`src/rtl/ex_hazard_ctrl_if.sv`:
```
// EX-stage hazard control bundle: pipeline register fields in,
// forwarding selects and stall/flush controls out.
interface ex_hazard_ctrl_if;
  logic [4:0] id_rs1_addr;
  logic [4:0] id_rs2_addr;
  logic       id_use_rs1;
  logic       id_use_rs2;
  logic [4:0] ex_rs1_addr;
  logic [4:0] ex_rs2_addr;
  logic [4:0] ex_rd_addr;
  logic       ex_wb_en;
  logic       ex_is_load;
  logic       ex_is_mul;
  logic [4:0] mem_rd_addr;
  logic       mem_wb_en;
  logic [4:0] wb_rd_addr;
  logic       wb_wb_en;
  logic [1:0] mux1_sel;
  logic [1:0] mux2_sel;
  logic       stall_pc;
  logic       stall_id;
  logic       flush_ex;
  logic       hold_ex;
  logic       kill_mem;
  logic       mul_busy;

  modport master (
    output id_rs1_addr, id_rs2_addr, id_use_rs1, id_use_rs2,
    output ex_rs1_addr, ex_rs2_addr, ex_rd_addr, ex_wb_en,
    output ex_is_load, ex_is_mul,
    output mem_rd_addr, mem_wb_en, wb_rd_addr, wb_wb_en,
    input  mux1_sel, mux2_sel, stall_pc, stall_id,
    input  flush_ex, hold_ex, kill_mem, mul_busy
  );

  modport slave (
    input  id_rs1_addr, id_rs2_addr, id_use_rs1, id_use_rs2,
    input  ex_rs1_addr, ex_rs2_addr, ex_rd_addr, ex_wb_en,
    input  ex_is_load, ex_is_mul,
    input  mem_rd_addr, mem_wb_en, wb_rd_addr, wb_wb_en,
    output mux1_sel, mux2_sel, stall_pc, stall_id,
    output flush_ex, hold_ex, kill_mem, mul_busy
  );
endinterface

```
`src/rtl/ex_hazard_ctrl.sv`:
```
// EX-stage forwarding, load-use and multi-cycle multiply control.
// Define EX_MUL_MULTICYCLE_EN to enable the multiply sequencing FSM.
module ex_hazard_ctrl #(
  parameter int MUL_LAT = 3
) (
  input logic             clk,
  input logic             rst,
  ex_hazard_ctrl_if.slave hz
);

  logic m1, w1, m2, w2;
  logic lu_raw, lu_hit;
  logic mul_stall, mul_cyc;

  assign m1 = hz.mem_wb_en && (hz.mem_rd_addr != 5'd0)
           && (hz.mem_rd_addr == hz.ex_rs1_addr);
  assign w1 = hz.wb_wb_en && (hz.wb_rd_addr != 5'd0)
           && (hz.wb_rd_addr == hz.ex_rs1_addr);
  assign m2 = hz.mem_wb_en && (hz.mem_rd_addr != 5'd0)
           && (hz.mem_rd_addr == hz.ex_rs2_addr);
  assign w2 = hz.wb_wb_en && (hz.wb_rd_addr != 5'd0)
           && (hz.wb_rd_addr == hz.ex_rs2_addr);

  always_comb begin
    hz.mux1_sel = 2'b00;
    unique case (1'b1)
      m1:       hz.mux1_sel = 2'b01;
      w1 && !m1: hz.mux1_sel = 2'b10;
      default:  ;
    endcase
  end

  always_comb begin
    hz.mux2_sel = 2'b00;
    unique case (1'b1)
      m2:       hz.mux2_sel = 2'b01;
      w2 && !m2: hz.mux2_sel = 2'b10;
      default:  ;
    endcase
  end

  assign lu_raw = hz.ex_is_load && hz.ex_wb_en
               && (hz.ex_rd_addr != 5'd0)
               && ((hz.id_use_rs1 && (hz.id_rs1_addr == hz.ex_rd_addr))
                || (hz.id_use_rs2 && (hz.id_rs2_addr == hz.ex_rd_addr)));

`ifdef EX_MUL_MULTICYCLE_EN
  typedef enum logic {IDLE, MUL_BUSY} state_t;

  state_t     state, state_nxt;
  logic [2:0] cnt, cnt_nxt;

  always_ff @(posedge clk or negedge rst) begin
    if (!rst) begin
      state <= IDLE;
      cnt   <= 3'd0;
    end else begin
      state <= state_nxt;
      cnt   <= cnt_nxt;
    end
  end

  // rst gates the start so stalls drop while reset is held low
  always_comb begin
    state_nxt = state;
    cnt_nxt   = cnt;
    mul_stall = 1'b0;
    mul_cyc   = 1'b0;
    unique case (state)
      IDLE: begin
        if (rst && hz.ex_is_mul && (MUL_LAT > 1)) begin
          mul_stall = 1'b1;
          mul_cyc   = 1'b1;
          state_nxt = MUL_BUSY;
          cnt_nxt   = 3'(MUL_LAT - 2);
        end
      end
      MUL_BUSY: begin
        mul_cyc = 1'b1;
        if (cnt != 3'd0) begin
          mul_stall = 1'b1;
          cnt_nxt   = cnt - 3'd1;
        end else begin
          state_nxt = IDLE;
        end
      end
      default: state_nxt = IDLE;
    endcase
  end

  assign hz.mul_busy = (state == MUL_BUSY);
`else
  localparam int unused_lat = MUL_LAT;
  logic unused_in;

  assign unused_in   = ^{clk, rst, hz.ex_is_mul};
  assign mul_stall   = 1'b0;
  assign mul_cyc     = 1'b0;
  assign hz.mul_busy = 1'b0;
`endif

  assign lu_hit      = lu_raw && !mul_cyc;
  assign hz.stall_pc = mul_stall || lu_hit;
  assign hz.stall_id = mul_stall || lu_hit;
  assign hz.flush_ex = lu_hit;
  assign hz.hold_ex  = mul_stall;
  assign hz.kill_mem = mul_stall;

endmodule

```
`src/flat_wrapper.sv`:
```
// flat-port wrapper written by rule: the top's interface ports become plain ports
module ex_hazard_ctrl_flat 
#(
  parameter int MUL_LAT = 3
)
  (clk, rst, hz_id_rs1_addr, hz_id_rs2_addr, hz_id_use_rs1, hz_id_use_rs2, hz_ex_rs1_addr, hz_ex_rs2_addr, hz_ex_rd_addr, hz_ex_wb_en, hz_ex_is_load, hz_ex_is_mul, hz_mem_rd_addr, hz_mem_wb_en, hz_wb_rd_addr, hz_wb_wb_en, hz_mux1_sel, hz_mux2_sel, hz_stall_pc, hz_stall_id, hz_flush_ex, hz_hold_ex, hz_kill_mem, hz_mul_busy);
  ex_hazard_ctrl_if hz_i ();
  input logic clk;
  input logic rst;
  input wire logic [$bits(hz_i.id_rs1_addr)-1:0] hz_id_rs1_addr;
  input wire logic [$bits(hz_i.id_rs2_addr)-1:0] hz_id_rs2_addr;
  input wire logic [$bits(hz_i.id_use_rs1)-1:0] hz_id_use_rs1;
  input wire logic [$bits(hz_i.id_use_rs2)-1:0] hz_id_use_rs2;
  input wire logic [$bits(hz_i.ex_rs1_addr)-1:0] hz_ex_rs1_addr;
  input wire logic [$bits(hz_i.ex_rs2_addr)-1:0] hz_ex_rs2_addr;
  input wire logic [$bits(hz_i.ex_rd_addr)-1:0] hz_ex_rd_addr;
  input wire logic [$bits(hz_i.ex_wb_en)-1:0] hz_ex_wb_en;
  input wire logic [$bits(hz_i.ex_is_load)-1:0] hz_ex_is_load;
  input wire logic [$bits(hz_i.ex_is_mul)-1:0] hz_ex_is_mul;
  input wire logic [$bits(hz_i.mem_rd_addr)-1:0] hz_mem_rd_addr;
  input wire logic [$bits(hz_i.mem_wb_en)-1:0] hz_mem_wb_en;
  input wire logic [$bits(hz_i.wb_rd_addr)-1:0] hz_wb_rd_addr;
  input wire logic [$bits(hz_i.wb_wb_en)-1:0] hz_wb_wb_en;
  output wire logic [$bits(hz_i.mux1_sel)-1:0] hz_mux1_sel;
  output wire logic [$bits(hz_i.mux2_sel)-1:0] hz_mux2_sel;
  output wire logic [$bits(hz_i.stall_pc)-1:0] hz_stall_pc;
  output wire logic [$bits(hz_i.stall_id)-1:0] hz_stall_id;
  output wire logic [$bits(hz_i.flush_ex)-1:0] hz_flush_ex;
  output wire logic [$bits(hz_i.hold_ex)-1:0] hz_hold_ex;
  output wire logic [$bits(hz_i.kill_mem)-1:0] hz_kill_mem;
  output wire logic [$bits(hz_i.mul_busy)-1:0] hz_mul_busy;
  assign hz_i.id_rs1_addr = hz_id_rs1_addr;
  assign hz_i.id_rs2_addr = hz_id_rs2_addr;
  assign hz_i.id_use_rs1 = hz_id_use_rs1;
  assign hz_i.id_use_rs2 = hz_id_use_rs2;
  assign hz_i.ex_rs1_addr = hz_ex_rs1_addr;
  assign hz_i.ex_rs2_addr = hz_ex_rs2_addr;
  assign hz_i.ex_rd_addr = hz_ex_rd_addr;
  assign hz_i.ex_wb_en = hz_ex_wb_en;
  assign hz_i.ex_is_load = hz_ex_is_load;
  assign hz_i.ex_is_mul = hz_ex_is_mul;
  assign hz_i.mem_rd_addr = hz_mem_rd_addr;
  assign hz_i.mem_wb_en = hz_mem_wb_en;
  assign hz_i.wb_rd_addr = hz_wb_rd_addr;
  assign hz_i.wb_wb_en = hz_wb_wb_en;
  assign hz_mux1_sel = hz_i.mux1_sel;
  assign hz_mux2_sel = hz_i.mux2_sel;
  assign hz_stall_pc = hz_i.stall_pc;
  assign hz_stall_id = hz_i.stall_id;
  assign hz_flush_ex = hz_i.flush_ex;
  assign hz_hold_ex = hz_i.hold_ex;
  assign hz_kill_mem = hz_i.kill_mem;
  assign hz_mul_busy = hz_i.mul_busy;
  ex_hazard_ctrl #(.MUL_LAT(MUL_LAT)) u_core (.clk(clk), .rst(rst), .hz(hz_i));
endmodule
```
`config.mk`:
```
export PLATFORM = sky130hd
export DESIGN_NAME = ex_hazard_ctrl_flat
export DESIGN_NICKNAME = d
export VERILOG_FILES = /design/src/rtl/ex_hazard_ctrl_if.sv /design/src/rtl/ex_hazard_ctrl.sv /design/src/flat_wrapper.sv
export SDC_FILE = /design/constraint.sdc
export NUM_CORES = 1
export LEC_CHECK = 0
export ABC_AREA = 0
export CORE_MARGIN = 4
export CORE_UTILIZATION = 25
export DETAILED_ROUTE_END_ITERATION = 10
export GPL_ROUTABILITY_DRIVEN = 1
export PLACE_DENSITY = 0.78
export SLEW_MARGIN = 10
export SYNTH_ARGS = -nofsm -noshare
export SYNTH_HDL_FRONTEND = slang
export SYNTH_SLANG_ARGS = --single-unit
```
`constraint.sdc`:
```
create_clock -name vclk -period 1.45
set_input_delay 0.29 -clock vclk [all_inputs]
set_output_delay 0.29 -clock vclk [all_outputs]
set_load 0.01 [all_outputs]
```
==> flow_metrics.py <==
metrics = {
    "synth": {
        "synth_top_area_cell": "xor2_1",
        "syn_avg_cell_area_sq_um": 7.96,
        "yosys.cell_types.count": 12,
        "synthMostInstantiatedCell": "xor2_1",
        "synth_warnings": 0,
        "ys_top_cells_by_area": "xor2_1 44%, xnor2_1 16%, buf_4 8.6%, or4_1 8.6%, nor4_1 5.7%",
        "yosysSeqAreaShare": 0,
        "synth_top_area_share": 0.440,
        "syn_inst": 55,
        "ys_top_cells_by_count": "22 x xor2_1, 8 x xnor2_1, 5 x buf_4, 5 x or4_1",
        "synthesis.area_sq_um": 438,
    },
    "min_path": {
        "worstHoldPathType": "input port to output port",
        "min_from": "hz_ex_rs2_addr[4]",
    },
    "power_and_ir_drop": {
        "p_total_uw": 285,
        "power_leakage_nw": 0.483,
        "p_per_area_nw_per_um2": 271,
        "peakVddDrop_mv": 0.127,
    },
    "sta": {
        "fin_tns_setup_ns": -1.74,
        "finalHoldViolations": 0,
        "setup-violations-final": 7,
        "drv_slew": 0,
        "finalCriticalPeriod_ns": 1.83,
        "fmax_ghz": 0.546,
        "grt_setup_unrepaired": "true",
        "fin_crit_sh": 1.26,
        "setup_ws_ns": -0.382,
    },
    "worst_setup_path": {
        "cp-endpoint": "hz_mux1_sel[1]",
        "crit_path_cell_trace": "buf_6 -> or4_4 -> o21ai_4 -> buf_6 -> nor4_4 -> nor4_4 -> buf_2",
        "path_class": "input port to output port",
        "slowest_stage": "or4_4",
        "required_ns": 1.16,
        "worst_setup_path_start_kind": "input port",
        "cp-startpoint": "hz_mem_rd_addr[1]",
        "path_max_fanout": 2,
        "crit_path_max_incr_delay_ns": 0.54,
        "arrival_ns": 1.54,
        "critPathCaptureType": "output port",
    },
    "cells_and_area": {
        "n_clock_buffer": 0,
        "seqCellArea_sq_um": 0,
        "fin_area_sq_um": 1050,
        "fin_util": 0.667,
        "multi_input_area_sq_um": 543,
        "diodes": 0,
        "seq_cells": 0,
        "syn2layout_area_growth_pct": 140,
        "drive_gt1_frac": 0.603,
        "fin_nets": 162,
        "final_cells": 132,
        "fill_cells": 141,
    },
    "floorplan": {
        "dieArea_sq_um": 2490,
        "num_rows": 14,
        "die_w_um": 49.9,
        "num_io_pins": 54,
        "core_area_sq_um": 1580,
        "start_util": 0.278,
        "die_y_um": 49.9,
    },
    "grt": {
        "grt_pass1_vias": 616,
        "grt_max_degree": 4,
        "grt_overflow": 0,
        "grt_pass1_wl_um": 2830,
        "track_usage": 0.143,
        "grt_antenna_before_repair": 0,
    },
    "place": {
        "place_inst": 129,
        "numPortBuffers": 48,
        "placed_area_sq_um": 1030,
        "place.gp.congestion": 0.832,
        "dpl.hpwl_um": 1660,
    },
    "routing": {
        "drt_iter0_drc": 1,
        "wl_per_cell_um": 14.3,
        "drtAntennaViolNets": 0,
        "drc": 0,
        "routed_via_density": 4.55,
        "wirelength_um": 1890,
        "vias": 600,
        "dr.pass1.iters": 2,
    },
    "job": {
        "drv_cap": 0,
    },
    "run_status": {
        "violations": "negative setup slack",
        "status": "complete, but fails checks",
    },
    "cts": {
        "holdBufCountCts": 0,
    },
}
-- critical path, delay by kind of cell --
kind,cells,cell delay (ns)
and+or+nand+nor,3,0.71
buffers and inverters,3,0.38
AOI/OAI and AO/OA,1,0.17
-- repair_timing --
action	in CTS	in global routing
gates resized for setup	125	41
pin swaps	27	20
setup endpoints to repair	7	7
buffers inserted	2	1
endpoints found under the hold margin	0	0
-- stage by stage --
step / worst slack, ns / hold slack [ns]
final: -0.382 / 1.05
after global routing: -0.439 / 1.09
after CTS: -0.523 / 1.13
after detailed placement: -1.22 / 1.59
after global placement: -1.15 / 1.59
after floorplan: -0.130 / 0.715
-- layout make-up --
type               instances  area share
repair buffers            64       0.465
multi-input cells         52       0.516
well taps                 16      0.0190
-- how the worst min path moves through the flow --
stage                           endpoint  slack, ns  depth (start not counted)
after global routing      hz_mux1_sel[0]       1.09                          5
after detailed placement     hz_stall_pc       1.59                          4
final                     hz_mux2_sel[0]       1.05                          5
after global placement       hz_stall_pc       1.59                          4
after CTS                 hz_mux1_sel[0]       1.13                          5
after floorplan              hz_flush_ex       0.72                          2
-- layout by cell type (no fill, tap or decap) --
master | synthesis | routed
a21oi_2 | 0 | 1
buf_2 | 0 | 17
buf_4 | 5 | 14
buf_6 | 0 | 8
buf_8 | 0 | 1
clkbuf_2 | 0 | 9
clkdlybuf4s15_1 | 0 | 3
clkdlybuf4s15_2 | 0 | 1
clkdlybuf4s50_1 | 0 | 6
conb_1 | 1 | 3
dlygate4sd2_1 | 0 | 4
dlymetal6s2s_1 | 0 | 1
nand3_1 | 4 | 2
nand3_2 | 0 | 2
nor4_1 | 4 | 1
nor4_2 | 2 | 1
nor4_4 | 0 | 4
o211ai_1 | 1 | 1
o21ai_2 | 1 | 1
o21ai_4 | 0 | 1
or4_4 | 0 | 5
xnor2_1 | 8 | 6
xnor2_2 | 0 | 2
xor2_1 | 22 | 19
xor2_2 | 0 | 3
-- kinds of logic (layout without fill, tap and decap cells) --
family / after synthesis / after routing / share of synthesized area
xor gates and xnor gates: 30 / 30 / 0.600
and+or+nand+nor: 15 / 15 / 0.246
buffers and inverters: 5 / 64 / 0.0857
AOI/OAI and AO/OA: 4 / 4 / 0.0600
other: 1 / 3 / 0.00856
-- where the power goes --
group | internal, mW | switching [mW]
logic | 0.161 | 0.124
registers | 0 | 0
clock network | 0 | 0
-- metal layers --
layer,share of wire,vias up,global-route usage
li1,-,310,-
met1,0.38,271,0.171
met2,0.57,17,0.273
met3,0.038,2,0.0151
met4,0.0080,0,0.0230
met5,0,-,0
(Power assumes the default switching activity.)
